[src/rtl/instruction_fetch.sv]
// ============================================================================
// instruction_fetch : sequences a program out of a synchronous instruction BRAM into the CLP
// Rev 1.0 | optional watchdog enabled by defining INSTR_WATCHDOG_EN
// ============================================================================
`default_nettype none

module instruction_fetch #(
    parameter int ADDR_WIDTH = 8,
    parameter int WDT_LIMIT  = 65535
) (
    input  logic                  clk,
    input  logic                  rst,
    input  logic                  start,
    input  logic [ADDR_WIDTH-1:0] instr_num,
    output logic [ADDR_WIDTH-1:0] inst_mem_addr,
    input  logic [63:0]           inst_mem_dout,
    output logic [63:0]           instruction,
    output logic                  CLP_enable,
    input  logic                  CLP_done,
    output logic                  busy,
    output logic                  program_done,
    output logic                  timeout_err
);

    typedef enum logic [2:0] {
        IDLE      = 3'd0,
        FETCH     = 3'd1,
        WAIT_DATA = 3'd2,
        ISSUE     = 3'd3,
        EXEC      = 3'd4,
        DONE      = 3'd5
    } state_t;

    state_t                state;
    logic [ADDR_WIDTH-1:0] pc;
    logic [ADDR_WIDTH-1:0] last_pc;
    logic                  wdt_expired;

    // pc only changes on the transition into FETCH, so the BRAM sees a stable
    // address for the whole FETCH cycle and its data lands during WAIT_DATA.
    assign inst_mem_addr = pc;
    assign busy          = (state != IDLE);
    assign CLP_enable    = (state == ISSUE);
    assign program_done  = (state == DONE);

    always_ff @(posedge clk) begin
        if (rst) begin
            state       <= IDLE;
            pc          <= '0;
            last_pc     <= '0;
            instruction <= '0;
        end else begin
            case (state)
                IDLE: begin
                    if (start) begin
                        if (instr_num != '0) begin
                            last_pc <= instr_num - 1'b1;
                            pc      <= '0;
                            state   <= FETCH;
                        end else begin
                            state   <= DONE;
                        end
                    end
                end
                FETCH: begin
                    state <= WAIT_DATA;
                end
                WAIT_DATA: begin
                    instruction <= inst_mem_dout;
                    state       <= ISSUE;
                end
                ISSUE: begin
                    state <= EXEC;
                end
                EXEC: begin
                    // Completion wins over a watchdog expiry on the same cycle.
                    if (CLP_done) begin
                        if (pc == last_pc) begin
                            state <= DONE;
                        end else begin
                            pc    <= pc + 1'b1;
                            state <= FETCH;
                        end
                    end else if (wdt_expired) begin
                        state <= DONE;
                    end
                end
                DONE: begin
                    state <= IDLE;
                end
                default: begin
                    state <= IDLE;
                end
            endcase
        end
    end

`ifdef INSTR_WATCHDOG_EN
    localparam logic [15:0] WDT_LAST = 16'(WDT_LIMIT - 1);

    logic [15:0] wdt_cnt;
    logic        wdt_err;

    assign wdt_expired = (wdt_cnt == WDT_LAST);
    assign timeout_err = wdt_err;

    always_ff @(posedge clk) begin
        if (rst) begin
            wdt_cnt <= '0;
            wdt_err <= 1'b0;
        end else begin
            if (state == ISSUE) begin
                wdt_cnt <= '0;
            end else if (state == EXEC) begin
                wdt_cnt <= wdt_cnt + 16'd1;
            end
            if ((state == EXEC) && !CLP_done && wdt_expired) begin
                wdt_err <= 1'b1;
            end
        end
    end
`else
    assign wdt_expired = 1'b0;
    assign timeout_err = 1'b0;
`endif

endmodule

`default_nettype wire

[config.mk]
export PLATFORM = sky130hd
export DESIGN_NAME = instruction_fetch
export DESIGN_NICKNAME = d
export VERILOG_FILES = /design/src/rtl/instruction_fetch.sv
export SDC_FILE = /design/constraint.sdc
export NUM_CORES = 1
export LEC_CHECK = 0
export ABC_AREA = 1
export BUFFER_PORTS_ARGS = -buffer_cell sky130_fd_sc_hd__buf_2
export CORE_MARGIN = 4
export CORE_UTILIZATION = 50
export DETAILED_ROUTE_END_ITERATION = 7
export PLACE_DENSITY = 0.83
export SETUP_SLACK_MARGIN = 0.3
export SYNTH_ARGS = -nofsm -noshare
export SYNTH_HDL_FRONTEND = slang
export SYNTH_SLANG_ARGS = --single-unit
[constraint.sdc]
create_clock -name clk -period 4.15 [get_ports clk]
set_input_delay 0.83 -clock clk [delete_from_list [all_inputs] [get_ports clk]]
set_output_delay 0.83 -clock clk [all_outputs]
set_load 0.02 [all_outputs]
### Word level (Yosys, flattened, before mapping)

Index checks and enable logic that the tools add are counted.

| word-level totals | value |
|---|---|
| bits in latches | 0 |
| memories | 0 |
| input port bits | 76 |
| bits in read-only memories | 0 |
| flip-flop bits (word level) | 83 |
| RAM bits | 0 |

| cells by class | value |
|---|---|
| reduce and logical (&&, ||, !) cells | 7 |
| $add $sub $neg | 2 |
| multipliers | 0 |
| equal/unequal tests | 10 |
| multiplexer cells | 10 |
| order comparisons | 0 |
| bitwise logic cells | 0 |
| shift operators | 0 |
| div/mod/pow operators | 0 |

Operators with widths:

| operator | number |
|---|---|
| 8-bit 2-to-1 mux | 4 |
| 8-bit case mux with 2 select lines | 1 |
| 3-bit case mux with 5 select lines | 1 |
| 3-bit 2-to-1 mux | 4 |
| 8-bit by 1-bit adder with 8-bit output, second input constant | 1 |
| 8-bit == test | 1 |
| 2-bit inequality test, second input constant | 4 |
| 8-bit nonzero test | 1 |
| 8-bit by 1-bit subtractor with 8-bit output, second input constant | 1 |
| 3-bit by 2-bit == test with 1-bit output, second input constant | 2 |
| 3-bit == test, second input constant | 2 |
| 5-bit AND reduction | 1 |
| 3-bit by 1-bit == test with 1-bit output, second input constant | 1 |
| 3-bit logical NOT | 1 |
| 3-bit AND reduction | 1 |
| 3-bit nonzero test | 1 |
| 2-bit AND reduction | 1 |
| 2-bit nonzero test | 1 |

### Depth between registers and ports, before layout

Gate-level depths: netlist (run 1).

| depth | value |
|---|---|
| depth in word-level cells | 4 |
| gate-level depth with buffers | 10 |
| gate-level depth less buffers | 9 |

### Worst setup path after synthesis (run 1)

Ideal clock, no wire load.

| timing | value |
|---|---|
| kind | input-to-reg |
| start | in instr_num[0] |
| end | reg pc[0], in the netlist inst_mem_addr[0] |
| cell stages on the path | 9 |
| slack | 2.223 ns |
| library setup time | 0.115 ns |
| path buffers | 1 |
| arrival time | 1.812 ns |
| cell sequence | inv_1 > ha_1 > nor3b_1 > nand2_1 > nor2_1 > nor2_2 > buf_4 > a21oi_1 > nor2_1 |

| between the ends | value |
|---|---|
| longest elaborated chain between the ends | 3 |

RTL lines:

| item | RTL line | source |
|---|---|---|
| start, declared | 14 | `input logic [ADDR_WIDTH-1:0] instr_num,` |
| 8-bit nonzero test | 56 | `if (instr_num != '0) begin` |
| 2-bit inequality test (no line) | - |  |
| 5-bit AND reduction (no line) | - |  |
| end signal, assigned | 81 | `pc <= pc + 1'b1;` |
| end, declared | 35 | `logic [ADDR_WIDTH-1:0] pc;` |

No other way between the ends.
A chain may end at the register's enable or synchronous reset.

### Worst setup path in the final report (run 1)

| timing | value |
|---|---|
| start | reg state[0] |
| end | out busy |

| between the ends | value |
|---|---|
| longest elaborated chain between the ends | 1 |

RTL lines:

| item | RTL line | source |
|---|---|---|
| start, declared | 34 | `state_t state;` |
| start signal, assigned | 48 | `state <= IDLE;` |
| start signal, assigned | 59 | `state <= FETCH;` |
| start signal, assigned | 61 | `state <= DONE;` |
| 3-bit nonzero test | 42 | `assign busy = (state != IDLE);` |
| end, declared | 20 | `output logic busy,` |

No other way between the ends.

==> run summary, run 1 <==
Setup violations remaining at the end of the flow were counted as 0. Data arrives at the worst endpoint at 1.27 ns. In this run the tightest slew margin relative to its limit is 31.14%.

The number of I/O pins is 152, and the via-per-instance ratio is 4.996. Setup repair after global routing left no endpoint under its margin. 0 antenna diodes ended up in the layout.

The cell area that synthesis handed to floorplanning was 0.003371 mm². In this run the vertical extent of the chip is 90.11 µm. The run gives 0 as the warning count from the yosys run.

In the final design database the tool counted 677 nets. The top cell type by area accounts for 49.29% of the synthesized area. The post-CTS resize count came out at 0. For the total number of placement rows, the log shows 29. The run finished with clean final reports.

For this run, the top clock speed supported by timing is 477.2 MHz. The final cycle utilization of the critical path works out to 50.50%. Buffers plus inverters on the worst setup path: 1.

CTS built an H-tree with a depth of 3. The root buffer cell chosen for the clock tree is sky130_fd_sc_hd__clkbuf_8. After layout, the minimum clock period comes to 2.096 ns. Synthesis produced a netlist whose cell count is 462.

The critical path endpoint category was a primary output. The total routing usage reported by global routing is 20.90%. Counting instances, the worst hold path has a depth of 2. Adding up every negative setup slack in the final design gives 0 ns. The via count of the first global-routing pass is 3243, and the global-route congestion overflow total is 0. Compared with the post-synthesis result, the final layout area differs by 29.84%.

In the final routed layout, each cell accounts on average for 12.70 µm. The number of DRC markers after the initial detailed-route iteration is 201. In the layout the commonest cells are sky130_fd_sc_hd__nor2_1, sky130_fd_sc_hd__buf_2, sky130_fd_sc_hd__dfxtp_1. Data on the critical path is required at its endpoint by 3.32 ns.

The placed instances occupy a cell area of 0.004111 mm². The synthesized area per cell is 7.296 µm². The placed wire-length estimate came out at 6253 µm.

For the cell area after layout, the log shows 0.004377 mm². The critical register-to-register path startpoint is state[0]$_SDFFE_PP0P_. Entering global routing, the biggest net connects 65 pins. The run gives 0 as the number of hold violations in the final report.

For the number of buffers added to fix hold violations after cts, the log shows 0. The fraction of final layout cells sized beyond drive strength 1 is 29.02%. The remaining design rule violation count is 0.

Across all hold checks on the routed design, the worst slack comes to 0.4818 ns. For this configuration, the core starts out at a cell density of 52.19%. Buffers inserted during clock tree synthesis total 9. The power per unit of standard cell area was 509.3 mW/mm²; the number of clock sinks seen by CTS was 83.

Synthesized netlist net count: 541. Number of nets with antenna violations after detailed routing: 0. The transition time at the pin with the least slew margin was 1.033 ns.

The clock passes through at most 2 buffers. Number of antenna violations at the first check in global routing: 0. The count of buffers from port buffering works out to 150. The floorplan step set the die width to 90.11 µm.

The largest area contributor in the synthesized netlist is sky130_fd_sc_hd__dfxtp_1. The area enclosed by the die boundary came out at 0.008119 mm². The classification of the worst-slack hold path was flop to flop. On the final layout, the worst clock skew is 0.007097 ns. The count of state elements after synthesis came out at 83. The slowest stage of the critical path is the sky130_fd_sc_hd__dfxtp_1 cell.

Category of cells accounting for the largest share of critical-path delay: simple AND/OR/NAND/NOR gates. The logs give 2.38 ns for the slack of the worst reg-to-reg path and 14350 µm for the global-route wire length before repair. The worst register-to-register path ends at instruction[19]$_SDFFE_PP0P_. By area the synthesized netlist is led by sky130_fd_sc_hd__dfxtp_1, sky130_fd_sc_hd__nor2_1, sky130_fd_sc_hd__o21ai_0. The endpoint with the worst hold slack is instruction[55]$_SDFFE_PP0P_. The tools report the final max-slew violation count as 0.

Walking the worst path, the cells encountered are nor2_2, nand2_1, buf_2. The area inside the core boundary is 0.006459 mm². TritonCTS built the clock tree. Max-cap violations in this run came to 0. The logs give 0.33 ns for the clock network latency to the later pin of the worst-skew pair and 2.097 nW for the leakage dissipation. The total via count after detailed routing was 3397. After detailed routing, the total wire length is 8638 µm.

Buffers added to address setup during post-CTS repair amount to 0. The largest single stage delay on the critical path is 0.36 ns. For the last weighted congestion value of the routability-driven placer, the log shows 0.8544. VDD sags by at most 0.2807 mV. Counting cells, the worst reg-to-reg path comes to 5. The startpoint-to-endpoint class of the critical path was flop to primary output.

In this run the worst path has a maximum fanout of 5. The worst hold path begins at instruction[55]$_SDFFE_PP0P_. The first detailed-routing pass ran for 4 iterations.

The clock transition at the registers of the reported paths was 0.08 ns; the count of distinct cell types in the synthesized netlist was 26. The run gives 49.29% as the sequential cell area fraction in the yosys report. STA classifies the critical path startpoint as a flop.
-- flip-flops by register name, summed over array words and instances (netlist names) --
signal,count
state,3
inst_mem_addr,8
instruction,64
last_pc,8
-- synthesized netlist by cell type --
master / count
sky130_fd_sc_hd__nor2_1: 150
sky130_fd_sc_hd__nor2_2: 4
sky130_fd_sc_hd__dfxtp_1: 83
sky130_fd_sc_hd__xor2_1: 3
sky130_fd_sc_hd__nor3b_1: 4
sky130_fd_sc_hd__inv_2: 2
sky130_fd_sc_hd__buf_2: 2
sky130_fd_sc_hd__ha_1: 3
sky130_fd_sc_hd__buf_4: 3
sky130_fd_sc_hd__inv_1: 19
sky130_fd_sc_hd__a21oi_1: 15
sky130_fd_sc_hd__nand2_2: 1
sky130_fd_sc_hd__or2_0: 1
sky130_fd_sc_hd__buf_6: 1
sky130_fd_sc_hd__conb_1: 1
sky130_fd_sc_hd__clkbuf_2: 1
sky130_fd_sc_hd__nand3_1: 16
sky130_fd_sc_hd__nand2_1: 43
sky130_fd_sc_hd__o21bai_1: 2
sky130_fd_sc_hd__o21ai_0: 74
sky130_fd_sc_hd__nand4_1: 1
sky130_fd_sc_hd__xnor2_1: 8
sky130_fd_sc_hd__nor3_1: 3
sky130_fd_sc_hd__nand3b_1: 1
sky130_fd_sc_hd__clkbuf_1: 20
sky130_fd_sc_hd__o21a_1: 1
-- metal layers --
| layer | up-vias | GRT usage (%) | share of wire [%] |
|---|---|---|---|
| li1 | 1737 | - | - |
| met3 | 7 | 5.760 | 8.8 |
| met5 | - | 0 | 0 |
| met4 | 0 | 6.633 | 0.80 |
| met2 | 149 | 35.41 | 47 |
| met1 | 1504 | 25.75 | 44 |
-- power by group --
group          switching, W  total [W]  internal (W)
registers         0.0000594   0.000959      0.000899
clock network      0.000280   0.000743      0.000463
logic              0.000341   0.000528      0.000186
-- tightest hold or removal path, stage by stage, from the launching register on --
cell	delay, ns
sky130_fd_sc_hd__dfxtp_1	0.33
sky130_fd_sc_hd__nor2_1	0.04
sky130_fd_sc_hd__nor2_1	0.08
-- per-stage QoR --
stage	total power (W)	utilization, %	setup slack, ns	std cells
after global routing	0.002360	67.76	1.954	680
final	0.002229	67.76	2.054	680
after detailed placement	0.001505	63.66	1.814	664
after CTS	0.002250	67.76	2.039	680
after global placement	0.001489	63.66	1.869	664
after floorplan	0.001330	-	2.223	462
-- how the worst max path moves through the flow --
stage,from,end,slack [ns],cells past startpoint
floorplan,instr_num[0],inst_mem_addr[0]$_SDFFE_PP0P_,2.22,9
global placement,rst,instruction[63]$_SDFFE_PP0P_,1.87,5
detailed placement,rst,instruction[27]$_SDFFE_PP0P_,1.81,5
CTS,state[0]$_SDFFE_PP0P_,busy,2.04,3
global route,state[0]$_SDFFE_PP0P_,busy,1.95,3
finish,state[0]$_SDFFE_PP0P_,busy,2.05,3
-- cell type report --
cell class                      instances  area, µm²
Fill cell                             574       2082
Sequential cell                        83       1662
Multi-Input combinational cell        331       1509
Timing Repair Buffer                  152      765.7
Clock inverter                          6      137.6
Clock buffer                           10      127.6
Tap cell                               77      96.34
Inverter                               21      78.83
-- cell families after synthesis --
group           synth area share (%)
other cells                   0.1113
buf+inv                        6.013
fa+ha+maj                      1.114
simple gates                   26.73
compound gates                 13.88
flops                          49.29
xor+xnor                       2.858
No activity file was read; power rests on OpenSTA's default activity.
==> run 2: changes to the inputs <==
ABC_AREA = 0   (was 1)
CORE_UTILIZATION = 42   (was 50)
PLACE_DENSITY = 0.75   (was 0.83)
clock period = 1.7 ns   (was 4.15 ns; I/O delays follow)
==> run 2 against run 1 <==
  * Core utilization decreased by 0.79 points
  * Worst setup slack worse by 2.0 ns
  * Via count rose by 2.8%
  * Count of clock-buffer cells in the layout unchanged
  * Synthesized cell count decreased by 11%
  * Die area is 15% higher
  * Clock skew rose by 0.0016 ns
  * Clock power increased by 87%
  * Largest cell class is now multi-input combinational cells
==> run summary, run 2 <==
The flow ran to the end, and the final reports show no timing, DRC or antenna violations. The final cycle utilization of the critical path came out at 97.75%. STA classifies the critical path startpoint as a flop.

The warning count from the yosys run was 0; the data required time of the worst path was 1.93 ns. From synthesis to final layout, the design area changed by 55.69%. In this run, CTS created clock tree buffers numbering 9. Area inside the core boundary: 0.007687 mm².

The number of clock sinks seen by CTS came out at 83. By area the synthesized netlist is led by sky130_fd_sc_hd__dfxtp_1, sky130_fd_sc_hd__nand2_1, sky130_fd_sc_hd__a21oi_1. The logs give 601.8 MHz for the highest clock frequency the design can meet and 3 for the CTS H-tree depth. Once detailed placement completed, the half-perimeter wirelength came to 6544 µm. After detailed routing, the met2 layer carries 5408 µm of wire. Counting every net in the synthesized netlist gives 489. The maximum fanout encountered on the critical timing path works out to 7.

Across all hold checks on the routed design, the worst slack comes to 0.2175 ns. The worst slew slack as a fraction of its limit came out at 64.83%. The repair_antennas step left the layout with diodes totalling 0. The library cell used most frequently in the layout, excluding fill and tap cells, is sky130_fd_sc_hd__buf_2. The congestion estimate from routability-driven global placement came to 0.8972. Fraction of final layout cells sized beyond drive strength 1: 47.97%. The number of enable flip-flop cells after synthesis is 0, and the global-route congestion overflow total is 0. For this run, design rule violations remaining after detail routing come to 0.

Flip-flop cell with the highest count after synthesis: sky130_fd_sc_hd__dfxtp_1. Power spread over the standard cell area amounts to 952.4 mW/mm². The final max-slew violation count is 0, and the routed length on met1 is 4332 µm.

The cell area that synthesis handed to floorplanning was 0.003307 mm². Highest routing layer actually used: met4. The first global-routing pass estimated 15330 µm of wire.

The first detailed-routing pass ran for 4 iterations. Setup violations remaining at the end of the flow were counted as 0. The via-per-instance ratio was 5.032. The worst clock skew was 0.008695 ns. For this run, the post-layout net count is 668. Leaving out fill and tap cells, the most frequent cells in the layout are sky130_fd_sc_hd__buf_2, sky130_fd_sc_hd__nand2_1, sky130_fd_sc_hd__dfxtp_1. The setup total negative slack is 0 ns, and the number of DRC markers after the initial detailed-route iteration is 135.

STA classifies the critical path endpoint as a flop. The transition time at the pin with the least slew margin is 0.5275 ns, and the synthesized area per cell is 8.066 µm². The logs give 3281 for the via count of the first global-routing pass and 0.5611 mV for the maximum vdd ir drop.

The number of antenna violations at the first check in global routing came out at 0. Max-cap violations in this run came to 0. The number of hold violations in the final report is 0. sky130_fd_sc_hd__dfxtp_1 takes more of the synthesized area than any other cell. The count of buffers from port buffering is 150, and the number of buffers added to fix hold violations after cts is 0. Summed over all nets, wire length on met3 after detailed routing comes to 728 µm.

TritonCTS built the clock tree. For the count of distinct cell types in the synthesized netlist, the log shows 38. The total number of placement rows is 32, and the horizontal die dimension is 96.74 µm. The maximum clock path buffer count is 2, and the area enclosed by the die boundary is 0.009358 mm². The register bank with the most flops was instruction. The total routing usage reported by global routing was 19.62%. The flip-flop count of the largest register after layout is 64. The cell with the most instances after synthesis is sky130_fd_sc_hd__nand2_1. For this block, the via count after detailed routing is 3492. The overall die height works out to 96.74 µm. The run gives 2.384 nW as the leakage dissipation. The classification of the worst-slack hold path was input port to flop. Per-cell routed wire length: 15.45 µm.

The number of I/O pins came out at 152. The initial utilization of the core area, before any placement, comes to 43.02%. The clock tree root buffer cell was sky130_fd_sc_hd__clkbuf_8.

The tools report the critical path arrival as 1.89 ns. Synthesis handed over a netlist of 410 instances. The tools report the sequential cell area fraction in the yosys report as 50.25%. In this run, synthesis produced a sequential element count of 83. The tools report the number of nets with antenna violations after detailed routing as 0.

Ranked by instance count, the synthesized netlist is headed by sky130_fd_sc_hd__nand2_1, sky130_fd_sc_hd__dfxtp_1, sky130_fd_sc_hd__a21oi_1. After detailed routing, the total wire length is 10720 µm. The minimum period implied by the final worst setup slack was 1.662 ns; the proportion of register bits with asynchronous set or reset after synthesis was 0%. For the clock network latency to the later pin of the worst-skew pair, the log shows 0.35 ns.

Maximum number of pins on one net before global-route repair: 48. The clock transition at the registers of the reported paths is 0.08 ns, and the core occupancy in the finished layout is 66.98%. Setup repair after global routing could not meet its margin everywhere.

The worst setup path is of the flop to flop kind. The share of Yosys cell area claimed by the top area cell type works out to 50.25%.
==> run 2: cell type report <==
class | count | area (µm²)
fillers | 670 | 2539
flip-flops and latches | 83 | 1683
multi-input cells | 296 | 1795
inverters | 2 | 7.507
repair buffers | 197 | 1346
clock inverters | 4 | 51.30
clock buffers | 10 | 137.6
well taps | 102 | 127.6
==> run 2: final timing paths <==
check	slack [ns]	to	cells past startpoint	start
worst max-delay path	0.04	inst_mem_addr[3]$_SDFFE_PP0P_	6	state[1]$_SDFFE_PP0P_
worst min-delay path	0.22	last_pc[0]$_SDFFE_PP0P_	2	instr_num[0]
worst max register to register	0.04	inst_mem_addr[3]$_SDFFE_PP0P_	6	state[1]$_SDFFE_PP0P_
worst min register to register	0.45	instruction[45]$_SDFFE_PP0P_	2	instruction[45]$_SDFFE_PP0P_
==> run 2: kinds of logic (layout without fill, tap and decap cells) <==
family	Yosys count	after routing	synth area share (%)
xor+xnor	15	15	3.973
buf+inv	31	213	3.897
flops	83	83	50.25
simple gates	185	185	23.69
other cells	1	1	0.1134
fa+ha+maj	3	3	1.135
compound gates	85	85	14.83
mux	7	7	2.119
==> run 2: routing by layer <==
metal | global-route usage, % | vias up
met5 | 0 | -
met2 | 35.14 | 143
met3 | 6.056 | 26
met1 | 21.62 | 1615
li1 | - | 1708
met4 | 7.451 | 0
==> run 2: metrics by stage <==
step	std cells	setup slack, ns	total power (W)	instance area [µm²]
global placement	655	0.01728	0.003113	4298
detailed placement	655	-0.003987	0.003141	4298
global route	694	-0.01832	0.005148	5149
finish	694	0.03821	0.004904	5149
CTS	679	0.06529	0.004676	4703
floorplan	410	0.06310	0.002791	3374
==> run 2: worst max-delay path, stage by stage, from the launching register on <==
cell and delay [ns]:
sky130_fd_sc_hd__dfxtp_2 0.33, sky130_fd_sc_hd__or3b_4 0.42, sky130_fd_sc_hd__a311oi_4 0.27, sky130_fd_sc_hd__buf_4 0.19, sky130_fd_sc_hd__nor2_2 0.09, sky130_fd_sc_hd__a21oi_2 0.17
sky130_fd_sc_hd__mux2i_1 0.08
==> run 2: where the power goes <==
group	switching (W)	total (W)	internal (W)	leakage [nW]
clock	0.000681	0.00139	0.000706	0.0946
sequential	0.0000799	0.00217	0.00209	0.682
combinational	0.000739	0.00135	0.000612	1.61
==> run 2: repair_timing <==
action	CTS	global route
resized for setup	34	66
pin swaps	18	33
hold endpoints to repair	0	0
gates cloned	1	8
setup endpoints to repair	59	86
setup buffers	9	7
